<file path="config.mk">
export PLATFORM = sky130hd
export DESIGN_NAME = memory_port_arbiter
export DESIGN_NICKNAME = d
export VERILOG_FILES = /design/src/rtl/memory_port_arbiter.sv
export SDC_FILE = /design/constraint.sdc
export NUM_CORES = 1
export LEC_CHECK = 0
export ABC_AREA = 1
export ABC_CLOCK_PERIOD_IN_PS = 1900
export CAP_MARGIN = 20
export CORE_AREA = 2 2 124 126
export CTS_BUF_LIST = sky130_fd_sc_hd__clkbuf_4 sky130_fd_sc_hd__clkbuf_8 sky130_fd_sc_hd__clkbuf_16
export CTS_CLUSTER_DIAMETER = 50
export DETAILED_ROUTE_END_ITERATION = 8
export DIE_AREA = 0 0 126 128
export DONT_BUFFER_PORTS = 1
export SYNTH_ARGS = -nofsm -noshare
export SYNTH_HDL_FRONTEND = slang
export SYNTH_SLANG_ARGS = --single-unit
</file>
<file path="constraint.sdc">
create_clock -name clk -period 1.9 [get_ports clk]
set_input_delay 0.19 -clock clk [delete_from_list [all_inputs] [get_ports clk]]
set_output_delay 0.19 -clock clk [all_outputs]
set_load 0.03 [all_outputs]
</file>
<file path="src/rtl/memory_port_arbiter.sv">
// rtl/memory_port_arbiter.sv - round-robin arbiter sharing Memory's data port between CPU and DMA
module memory_port_arbiter #(
    parameter int MAX_BURST = 4
) (
    input  logic        clk,
    input  logic        rst,

    input  logic        cpu_req,
    input  logic        cpu_lock,
    input  logic [31:0] cpu_address,
    input  logic [31:0] cpu_data,
    input  logic [2:0]  cpu_writeMode,
    input  logic [2:0]  cpu_readMode,
    input  logic        cpu_unsignedLoad,
    output logic        cpu_gnt,
    output logic        cpu_done,
    output logic [31:0] cpu_rdata,

    input  logic        dma_req,
    input  logic        dma_lock,
    input  logic [31:0] dma_address,
    input  logic [31:0] dma_data,
    input  logic [2:0]  dma_writeMode,
    input  logic [2:0]  dma_readMode,
    input  logic        dma_unsignedLoad,
    output logic        dma_gnt,
    output logic        dma_done,
    output logic [31:0] dma_rdata,

    output logic [31:0] mem_address,
    output logic [31:0] mem_data,
    output logic [2:0]  mem_writeMode,
    output logic [2:0]  mem_readMode,
    output logic        mem_unsignedLoad,
    input  logic [31:0] mem_dataOutput
);

    localparam logic [2:0] MODE_NONE = 3'd0;
    localparam int         CW        = (MAX_BURST < 1) ? 1 : $clog2(MAX_BURST + 1);
    localparam logic [CW-1:0] CNT_MAX = CW'(MAX_BURST);
    localparam logic [CW-1:0] CNT_ONE = CW'(1);

    typedef enum logic [1:0] {
        IDLE    = 2'd0,
        OWN_CPU = 2'd1,
        OWN_DMA = 2'd2
    } state_t;

    state_t        state_q, state_d;
    logic [CW-1:0] count_q, count_d;
    logic          last_dma_q, last_dma_d;
    logic          cpu_done_q, dma_done_q;
    logic [31:0]   cpu_rdata_q, dma_rdata_q;

    logic          cpu_beat, dma_beat;
    logic          own_req, own_lock, other_req;

    assign cpu_gnt   = (state_q == OWN_CPU) && !rst;
    assign dma_gnt   = (state_q == OWN_DMA) && !rst;
    assign cpu_done  = cpu_done_q;
    assign dma_done  = dma_done_q;
    assign cpu_rdata = cpu_rdata_q;
    assign dma_rdata = dma_rdata_q;

    assign cpu_beat = cpu_gnt && cpu_req;
    assign dma_beat = dma_gnt && dma_req;

    always_comb begin
        state_d    = state_q;
        count_d    = count_q;
        last_dma_d = last_dma_q;
        own_req    = 1'b0;
        own_lock   = 1'b0;
        other_req  = 1'b0;

        if (dma_beat) begin
            last_dma_d = 1'b1;
        end else if (cpu_beat) begin
            last_dma_d = 1'b0;
        end

        case (state_q)
            OWN_CPU: begin
                own_req   = cpu_req;
                own_lock  = cpu_lock;
                other_req = dma_req;
            end
            OWN_DMA: begin
                own_req   = dma_req;
                own_lock  = dma_lock;
                other_req = cpu_req;
            end
            default: ;
        endcase

        if (state_q == IDLE) begin
            count_d = '0;
            // On a tie the requester that did not own the port last wins.
            if (cpu_req && (!dma_req || last_dma_q)) begin
                state_d = OWN_CPU;
                count_d = CNT_ONE;
            end else if (dma_req) begin
                state_d = OWN_DMA;
                count_d = CNT_ONE;
            end
        end else begin
            // Lock only holds the port while the burst is short or nobody else is waiting.
            if (own_lock && own_req && (!other_req || (count_q < CNT_MAX))) begin
                count_d = (count_q == CNT_MAX) ? count_q : count_q + CNT_ONE;
            end else if (other_req) begin
                state_d = (state_q == OWN_CPU) ? OWN_DMA : OWN_CPU;
                count_d = CNT_ONE;
            end else if (own_req) begin
                count_d = CNT_ONE;
            end else begin
                state_d = IDLE;
                count_d = '0;
            end
        end
    end

    // Memory sees nothing while idle or in reset, so an in-flight write is dropped.
    always_comb begin
        mem_address      = 32'd0;
        mem_data         = 32'd0;
        mem_writeMode    = MODE_NONE;
        mem_readMode     = MODE_NONE;
        mem_unsignedLoad = 1'b0;
        if (cpu_gnt) begin
            mem_address      = cpu_address;
            mem_data         = cpu_data;
            mem_unsignedLoad = cpu_unsignedLoad;
            if (cpu_req) begin
                mem_writeMode = cpu_writeMode;
                mem_readMode  = cpu_readMode;
            end
        end else if (dma_gnt) begin
            mem_address      = dma_address;
            mem_data         = dma_data;
            mem_unsignedLoad = dma_unsignedLoad;
            if (dma_req) begin
                mem_writeMode = dma_writeMode;
                mem_readMode  = dma_readMode;
            end
        end
    end

    always_ff @(posedge clk) begin
        if (rst) begin
            state_q     <= IDLE;
            count_q     <= '0;
            last_dma_q  <= 1'b1;
            cpu_done_q  <= 1'b0;
            dma_done_q  <= 1'b0;
            cpu_rdata_q <= 32'd0;
            dma_rdata_q <= 32'd0;
        end else begin
            state_q    <= state_d;
            count_q    <= count_d;
            last_dma_q <= last_dma_d;
            cpu_done_q <= cpu_beat;
            dma_done_q <= dma_beat;
            if (cpu_beat && (cpu_readMode != MODE_NONE)) begin
                cpu_rdata_q <= mem_dataOutput;
            end
            if (dma_beat && (dma_readMode != MODE_NONE)) begin
                dma_rdata_q <= mem_dataOutput;
            end
        end
    end

endmodule

</file>
### After elaboration in Yosys (flattened, before gate mapping)

Cells that the tools add are included.

* register bits: 72
* output and inout bits: 139

* reduce and logical (&&, ||, !) cells: 19
* mux-type cells: 31
* $lt $le $gt $ge: 1
* equality and inequality tests: 7
* add/sub/neg operators: 1

Operators by type and width (count)
* $mux W32: 4
* $mux W3: 11
* $mux W2: 7
* $logic_and A1 B1 Y1: 9
* $mux W1: 6
* $pmux W1 S2: 3
* $reduce_bool A3 Y1: 2
* $add A3 B1 Y3 const B: 1
* $eq A3 B3 Y1 const B: 1
* $logic_not A1 Y1: 3
* $lt A3 B3 Y1 const B: 1
* $ne A3 B1 Y1 const B: 1
* $ne A3 B2 Y1 const B: 1
* $ne A3 B3 Y1 const B: 1
* $reduce_and A3 Y1: 1
* $eq A2 B1 Y1 const B: 1
* $eq A2 B2 Y1 const B: 1
* $logic_not A2 Y1: 1
* $logic_or A1 B1 Y1: 2
* $ne A2 B2 Y1 const B: 1
* $reduce_or A2 Y1: 1

### Logic depth before layout (Yosys ltp)

Gate-level depths: netlist of the first run.

* depth in word-level cells: 7
* depth in mapped cells: 11

### Worst setup path after synthesis of the first run

Ideal clock, no wire load.

* kind: flip-flop to output port
* start point: reg state_q[1]
* end point: out mem_address[10]
* required time: 1.710 ns
* arrival time: 1.851 ns
* stages on the path, launching flop included: 8
* setup slack: -0.141 ns
* path through: dfxtp_1 -> inv_1 -> ha_1 -> inv_1 -> buf_2 -> buf_2 -> nand2_1 -> o21ai_0

* cells in the longest elaborated chain, start to end: 4

RTL lines
* start, declared: line 49 `state_t state_q, state_d;`
* start signal, assigned: line 158 `state_q <= state_d;`
* $eq A2 B2 Y1: line 59 `assign dma_gnt = (state_q == OWN_DMA) && !rst;`
* $logic_and A1 B1 Y1: line 59
* $mux W32: line 137 `end else if (dma_gnt) begin`
* $mux W32 (*): line 129 `if (cpu_gnt) begin`
* end, declared: line 30 `output logic [31:0] mem_address,`

Every way passes the cells marked *; elsewhere a longest branch is shown, timed or not.

### Final worst setup path of the first run

* start point: reg state_q[1]
* end point: out mem_address[26]

The elaborated chain is that of the path after synthesis.

==> results of run 1 <==
[cells in the mapped netlist]
cell	number
ha_1	5
nor2_4	3
nand3_2	1
clkbuf_1	12
buf_2	9
or3_1	1
clkinv_2	1
nand3_1	7
nand3b_1	1
inv_2	3
o21ai_1	28
nor3_1	1
dfxtp_1	72
o21ai_0	108
a32o_1	3
nand4_1	3
clkbuf_2	7
buf_6	6
inv_1	17
nor2_1	141
nand2_1	156
nand2_2	5
buf_4	6
o211ai_1	1
nand2_4	1
a21oi_1	2
[path summary, 6_finish.rpt]
kind,cells after the start,to,slack (ps),startpoint
hold reg to reg,2,state_q[1],500,state_q[1]
setup / recovery,6,mem_address[26],30,state_q[1]
setup reg to reg,10,cpu_rdata[23],120,state_q[1]
hold / removal,2,cpu_rdata[7],10,mem_dataOutput[7]
[kinds of logic after synthesis]
| family | count (synthesis) | synth area share |
|---|---|---|
| flops | 72 | 0.377 |
| simple gates | 320 | 0.333 |
| fa+ha+maj | 5 | 0.0164 |
| compound gates | 142 | 0.190 |
| buf+inv | 61 | 0.0831 |
[stage by stage]
| step | total power, mW | util | cells |
|---|---|---|---|
| final | 7.28 | 0.367 | 863 |
| after global routing | 7.68 | 0.367 | 863 |
| after CTS | 7.05 | 0.346 | 855 |
| after detailed placement | 4.74 | 0.304 | 830 |
| after global placement | 4.72 | 0.304 | 830 |
| after floorplan | 3.88 | - | 600 |
[registers in the layout, summed over array words and instances (netlist names)]
name / flops
count_q: 3
cpu_done: 1
cpu_rdata: 32
dma_done: 1
dma_rdata: 32
last_dma_q: 1
state_q: 2
[per-layer routing]
| layer | vias to the layer above | track usage | part of all wire |
|---|---|---|---|
| li1 | 2075 | - | - |
| met1 | 1934 | 0.252 | 0.42 |
| met2 | 246 | 0.277 | 0.45 |
| met3 | 23 | 0.0693 | 0.11 |
| met4 | 0 | 0.0485 | 0.018 |
| met5 | - | 0 | 0 |
[final cells by class]
cell class | instances | area [sq um]
clock buffers | 12 | 267
clock inverters | 4 | 73.8
fillers | 1573 | 9420
inverters | 21 | 105
multi-input cells | 467 | 2270
flip-flops and latches | 72 | 1440
well taps | 188 | 235
repair buffers | 99 | 1050
[critical path: stages, from the launching register on]
cell,delay (ps)
dfxtp_2,330
buf_4,130
ha_4,170
nand2_4,120
buf_12,250
o21ai_1,130
buf_4,190
[what timing repair did]
action,CTS,global route
pin swaps,2,7
buffers inserted,2,4
gates cloned,5,4
resized for setup,46,49
endpoints found under the hold margin,2,0
hold buffers,2,0
endpoints found under the setup margin,71,68
[where the power goes]
| part | switching (mW) | internal, mW |
|---|---|---|
| combinational | 2.02 | 1.27 |
| sequential | 0.419 | 1.69 |
| clock | 0.630 | 1.26 |
| total | 3.07 | 4.21 |
==> metrics.txt, run 1 <==
status finished clean; WL per Instance 18.6 um; fin crit share 0.986; f_max 0.534 GHz; DR iter-0 viols 417; Crit Path Class reg -> out; CTS tree built; Crit path required time 1710 ps; Lkg Pwr 2.38 nW; Min Hold Slack 13.8 ps; Setup crit start kind register; 1st-pass router iterations 5; Pwr per Cell Area 1340 nW/um^2; Area after DPL 4510 sq um; Setup crit end kind primary output; Synth area leader dfxtp_1; post-synth cell types 26; drc violations 0; VDD IR-drop max 0.000593 V; synthesized instance count 600; vias in the first global route 3772; I/O Buffers 0; Clock Latency Late Sink 330 ps; most common cell after layout, fill and taps aside nand2_1; FF+latch count, synth 72; Die H 128 um; global-route wire length before repair 23.1 mm; layout cell share with drive strength beyond 1 0.261; total clock sinks 72; I/O pin count 319; post-route cell area 5450 sq um; GPL Wtd Cong 0.852; clk slew on worst S/H paths 50 ps; Pins Over Slew Limit 0; number of warnings issued by yosys 0; routed vias 4278; Synth area leaders dfxtp_1 (38%), nand2_1 (15%), o21ai_0 (14%); Worst Path Max Fanout 33; DP HPWL 11.4 mm; slew margin rel. 0.625; Ant. Diodes 0; RSZ-0062 raised after global routing true; Seq/Total Area, Yosys 0.377; Place WS 27.7 ps; via-per-instance ratio 4.96; root buffer cell clkbuf_16; largest net degree at the start of global routing 69; Max Buffers Root-to-Sink 2; setup TNS 0 ps; setup ws final 26.5 ps; Hold Crit Class in -> reg; top cell type's share of synthesized area 0.377; CORE AREA 14900 sq um; initial antenna violation count 0; Total GRT Usage 0.185; final hold violation count 0; Die ar. 16100 sq um; max-cap viol count 0; Tightest Pin Transition 563 ps; row cnt 45; final setup fails 0; Initial Util 0.257; global route total overflow 0; Arrival @ worst endpoint 1680 ps; H-tree levels 3; Die W 126 um; Final ANT Viol Nets 0; most frequent cells in the layout nand2_1 (147), nor2_1 (141), dfxtp_1 (70); fin nets 855; Period minus WS final 1870 ps; clk_skew 4.70 ps; area grow syn2layout 42.5%; mapped cell area 3820 sq um; CTS buffer count 9; synthesized area per cell 6.37 sq um; routed wire length 16.1 mm; Mapped Nets 785
Power figures use the tool's default switching activity.
==> run 2, diff against run 1 <==
- PLACE_DENSITY: not set -> 0.45
==> metrics.txt, run 2 (synthesis gave the netlist of run 1 again) <==
status finished clean; CORE AREA 14900 sq um (unchanged); drc violations 0 (unchanged); HP Start mem_dataOutput[8]; Die W 126 um (unchanged); row cnt 45 (unchanged); Setup crit end kind primary output; VDD IR-drop max 0.000445 V (-25%); most frequent cells in the layout nand2_1 (155), nor2_1 (141), buf_4 (73); H-tree levels 3 (unchanged); Worst Path Max Fanout 17 (-48%); hold depth 2 (unchanged); vias in the first global route 3728 (-1.2%); Crit path required time 1710 ps (about the same); hold path endpoint cpu_rdata[8]; Tightest Pin Transition 553 ps (-10.6 ps); initial antenna violation count 0 (unchanged); final hold violation count 0 (unchanged); 1st-pass router iterations 5 (unchanged); largest net degree at the start of global routing 69 (unchanged); Area after DPL 4510 sq um (-0.17%); final setup fails 0 (unchanged); routed vias 4309 (+0.72%); layout cell share with drive strength beyond 1 0.207 (-0.0539); max-cap viol count 0 (unchanged); Setup crit start kind register; global route total overflow 0 (unchanged); GPL Wtd Cong 0.951 (+12%); RSZ-0062 raised after global routing true; Worst R2R End dma_rdata[14]; Period minus WS final 1880 ps (+3.49 ps); Place WS 178 ps (+150 ps); R2R setup slack 170 ps (+50 ps); Die ar. 16100 sq um (unchanged); post-route cell area 5160 sq um (-5.2%); I/O pin count 319 (unchanged); slew margin rel. 0.632 (+0.00707); DR iter-0 viols 344 (-18%); Lkg Pwr 2.23 nW (-6.3%); Final ANT Viol Nets 0 (unchanged); fin crit share 0.988 (+0.00184); Crit Path Class reg -> out; CTS buffer count 9 (unchanged); DP HPWL 10.5 mm (-7.4%); global-route wire length before repair 20.8 mm (-9.9%); f_max 0.533 GHz (-0.19%); most common cell after layout, fill and taps aside nand2_1; Pwr per Cell Area 1320 nW/um^2 (-1.4%); WL per Instance 17.4 um (-6.8%); clk_skew 10.7 ps (+5.96 ps); total clock sinks 72 (unchanged); CTS tree built; Ant. Diodes 0 (unchanged); Initial Util 0.257 (unchanged); fin nets 852 (-0.35%); Clock Latency Late Sink 330 ps (about the same); clk slew on worst S/H paths 60 ps (about the same); Arrival @ worst endpoint 1690 ps (about the same); I/O Buffers 0 (unchanged); Hold Crit Class in -> reg; Pins Over Slew Limit 0 (unchanged); Die H 128 um (unchanged); area grow syn2layout 35.1%; via-per-instance ratio 5.01 (+1.1%); root buffer cell clkbuf_16; Total GRT Usage 0.162 (-0.0230); Max Buffers Root-to-Sink 2 (unchanged); r2r startpoint state_q[0]; routed wire length 14.9 mm (-7.1%); Worst R2R Path Depth 9 (-1); setup ws final 23.0 ps (-3.49 ps)
run 2: changes by cell type in the layout (fill, tap and decap cells not counted), sizes merged:
cell	change
buf	-2
bufinv	-1
clkbuf	-4
clkinv	+2
clkinvlp	+1
inv	+1
run 2: power by group:
part	switching [mW]	total, mW	internal (mW)
registers	0.424	2.11	1.69
logic	1.89	3.03	1.14
clock network	0.646	1.66	1.02
run 2: worst max-delay path, stage by stage, from the launching register on:
cell and delay (ps):
dfxtp_4 380, inv_4 40, ha_4 190, inv_6 110, buf_12 170, nand2_1 80, o21ai_1 180, buf_4 190
run 2: per-stage QoR:
| step | hold WS, ps | cells | total power [mW] | utilization | TNS [ps] |
|---|---|---|---|---|---|
| 3_3_place_gp | 277 | 829 | 4.60 | 0.303 | 0 |
| 2_1_floorplan | 269 | 600 | 3.88 | - | 0 |
| 3_5_place_dp | 278 | 829 | 4.65 | 0.303 | 0 |
| 4_1_cts | 11.2 | 850 | 6.58 | 0.333 | -4.96 |
| 6_report | 20.6 | 860 | 6.81 | 0.347 | 0 |
| 5_1_grt | 9.42 | 860 | 7.17 | 0.347 | -319 |
run 2: how the worst max path moves through the flow:
stage | endpoint | startpoint
floorplan | mem_address[31] | state_q[1]
global placement | mem_data[7] | state_q[1]
detailed placement | mem_data[0] | state_q[1]
CTS | mem_data[7] | state_q[1]
global route | mem_readMode[1] | state_q[1]
finish | mem_address[19] | state_q[1]
run 2: cell type report:
| type | instances | area, sq um |
|---|---|---|
| Timing Repair Buffer | 96 | 951 |
| Sequential cell | 72 | 1450 |
| Fill cell | 1599 | 9700 |
| Inverter | 21 | 100 |
| Tap cell | 188 | 235 |
| Multi-Input combinational cell | 467 | 2140 |
| Clock inverter | 7 | 70.1 |
| Clock buffer | 9 | 225 |
run 2: layer usage:
layer / global-route usage / part of all wire
met1: 0.201 / 0.40
met2: 0.260 / 0.47
met3: 0.0684 / 0.11
met4: 0.0440 / 0.018
met5: 0 / 0
run 2: repair_timing:
| action | in CTS | in global routing |
|---|---|---|
| pin swaps | 1 | 5 |
| endpoints found under the setup margin | 71 | 86 |
| hold endpoints to repair | 3 | 1 |
| gates resized for setup | 22 | 26 |
| cloned | 3 | 3 |
| hold buffers | 1 | 1 |
| setup buffers | 1 | 6 |
==> run 3, diff against run 2 <==
- CORE_AREA: 2 2 124 126 -> not set
- CORE_MARGIN: not set -> 1
- CORE_UTILIZATION: not set -> 24
- DIE_AREA: 0 0 126 128 -> not set
- PLACE_DENSITY: 0.45 -> 0.43
==> metrics.txt, run 3 (synthesis gave the netlist of run 1 again) <==
WL per Instance 18.4 um (+6.2%); GPL Wtd Cong 0.928 (-2.4%); final hold violation count 0 (unchanged); I/O pin count 319 (unchanged); internal power 4.01 mW (+4.2%); Die W 128 um (+1.8%); clk_skew 10.6 ps (-0.0177 ps); Pins Over Slew Limit 0 (unchanged); VDD IR-drop max 0.000464 V (+4.4%); setup TNS 0 ps (unchanged); Lkg Pwr 2.30 nW (+3.3%); fin nets 853 (+0.12%); Post-Place Cells 852 (+2.8%); f_max 0.535 GHz (+0.44%); clock power share 0.257 (+0.013); CP max stage cell dfxtp_4; Pwr per Cell Area 1330 nW/um^2 (+0.70%); CORE AREA 15400 sq um (+3.4%); Crit Path Class reg -> out; sw frac 0.432 (-0.00338); clk slew on worst S/H paths 60 ps (about the same); drc violations 0 (unchanged); P_sw 3.04 mW (+2.8%); total clock sinks 72 (unchanged); Max Buffers Root-to-Sink 2 (unchanged); Total GRT Usage 0.188 (+0.0257); Die ar. 16400 sq um (+1.9%); Initial Util 0.249 (-0.00848); via-per-instance ratio 4.76 (-5.0%); CTS tree built; RSZ-0062 raised after global routing true; Ant. Diodes 0 (unchanged); most frequent cells in the layout nand2_1 (145), nor2_1 (141), dfxtp_1 (70), buf_4 (70), o21ai_0 (68); I/O Buffers 0 (unchanged); Period minus WS final 1870 ps (-8.22 ps); routed wire length 16.3 mm (+9.1%); Tightest Pin Transition 548 ps (-4.77 ps); slew margin rel. 0.635 (+0.00318); vias in the first global route 3984 (+6.9%); status finished clean; initial antenna violation count 0 (unchanged); Setup crit start kind register; DR iter-0 viols 230 (-33%); row cnt 45 (unchanged); global-route wire length before repair 23.5 mm (+13%); 1st-pass router iterations 4 (-1); Clock Latency Late Sink 330 ps (about the same); Area after DPL 4540 sq um (+0.64%); Pwr Total 7.05 mW (+3.6%); CTS buffer count 9 (unchanged); Die H 128 um (+0.17%); routed vias 4210 (-2.3%); Worst Path Max Fanout 17 (unchanged); Setup crit end kind primary output; area grow syn2layout 39.0%; power share of the sequential group 0.300 (-0.011); max incr delay on CP 360 ps (-20 ps); largest net degree at the start of global routing 68 (-1.4%); root buffer cell clkbuf_16; Final ANT Viol Nets 0 (unchanged); setup ws final 31.2 ps (+8.22 ps); Logic pwr share 0.443 (-0.002); Arrival @ worst endpoint 1680 ps (about the same); fin crit share 0.984 (-0.00433); filler instances 1673 (+4.6%); global route total overflow 0 (unchanged); DP HPWL 11.8 mm (+12%); Crit path required time 1710 ps (about the same); Place WS 61.6 ps (-116 ps); final setup fails 0 (unchanged); max-cap viol count 0 (unchanged); CP top delay family buffers and inverters; CP cell instances inv_4 -> ha_4 -> inv_6 -> buf_12 -> nand2_1 -> o21ai_1 -> buf_4; most common cell after layout, fill and taps aside nand2_1; Buffers & Inverters on Critical Path 4 (unchanged); layout cell share with drive strength beyond 1 0.239 (+0.0324); Post-Layout Cell Count 884 (+2.8%); Hold Crit Class in -> reg; H-tree levels 3 (unchanged); post-route cell area 5320 sq um (+2.9%)
[run 3: routing by layer]
layer	part of all wire	global-route usage	up-vias
met5	0	0	-
met3	0.11	0.0772	15
li1	-	-	2074
met1	0.41	0.233	1935
met4	0.014	0.0471	0
met2	0.47	0.300	186
[run 3: power groups by stage]
stage	clock (mW)	combinational (mW)	sequential (mW)
final	1.81	3.12	2.11
after detailed placement	0	2.54	2.14
after floorplan	0	1.79	2.09
after global placement	0	2.52	2.13
after CTS	1.86	2.96	2.11
after global routing	1.93	3.38	2.14
[run 3: worst paths after layout]
kind | cells past startpoint | slack [ps] | start | endpoint
setup / recovery | 7 | 30 | state_q[1] | mem_address[24]
hold / removal | 2 | 20 | mem_dataOutput[8] | cpu_rdata[8]
setup reg to reg | 10 | 180 | state_q[1] | cpu_rdata[13]
hold reg to reg | 2 | 490 | last_dma_q | last_dma_q
[run 3: layout make-up]
class	instances	area, sq um	share of cell area
Multi-Input combinational cell	467	2190	0.412
Tap cell	211	264	0.0497
Timing Repair Buffer	97	993	0.187
Sequential cell	72	1450	0.272
Inverter	21	100	0.0188
Clock inverter	7	95.1	0.0179
Clock buffer	9	225	0.0424
[run 3: what timing repair did]
item,in CTS,in global routing
hold buffers,1,0
pin swaps,2,3
buffers inserted,5,4
setup endpoints to repair,72,66
gates cloned,6,1
gates resized for setup,28,43
hold endpoints to repair,1,0
[run 3: metrics by stage]
step                       util  hold WS (ps)
final                     0.346          16.1
after detailed placement  0.295           280
after CTS                 0.335          10.1
after global placement    0.295           275
after floorplan               -           269
after global routing      0.346          20.5
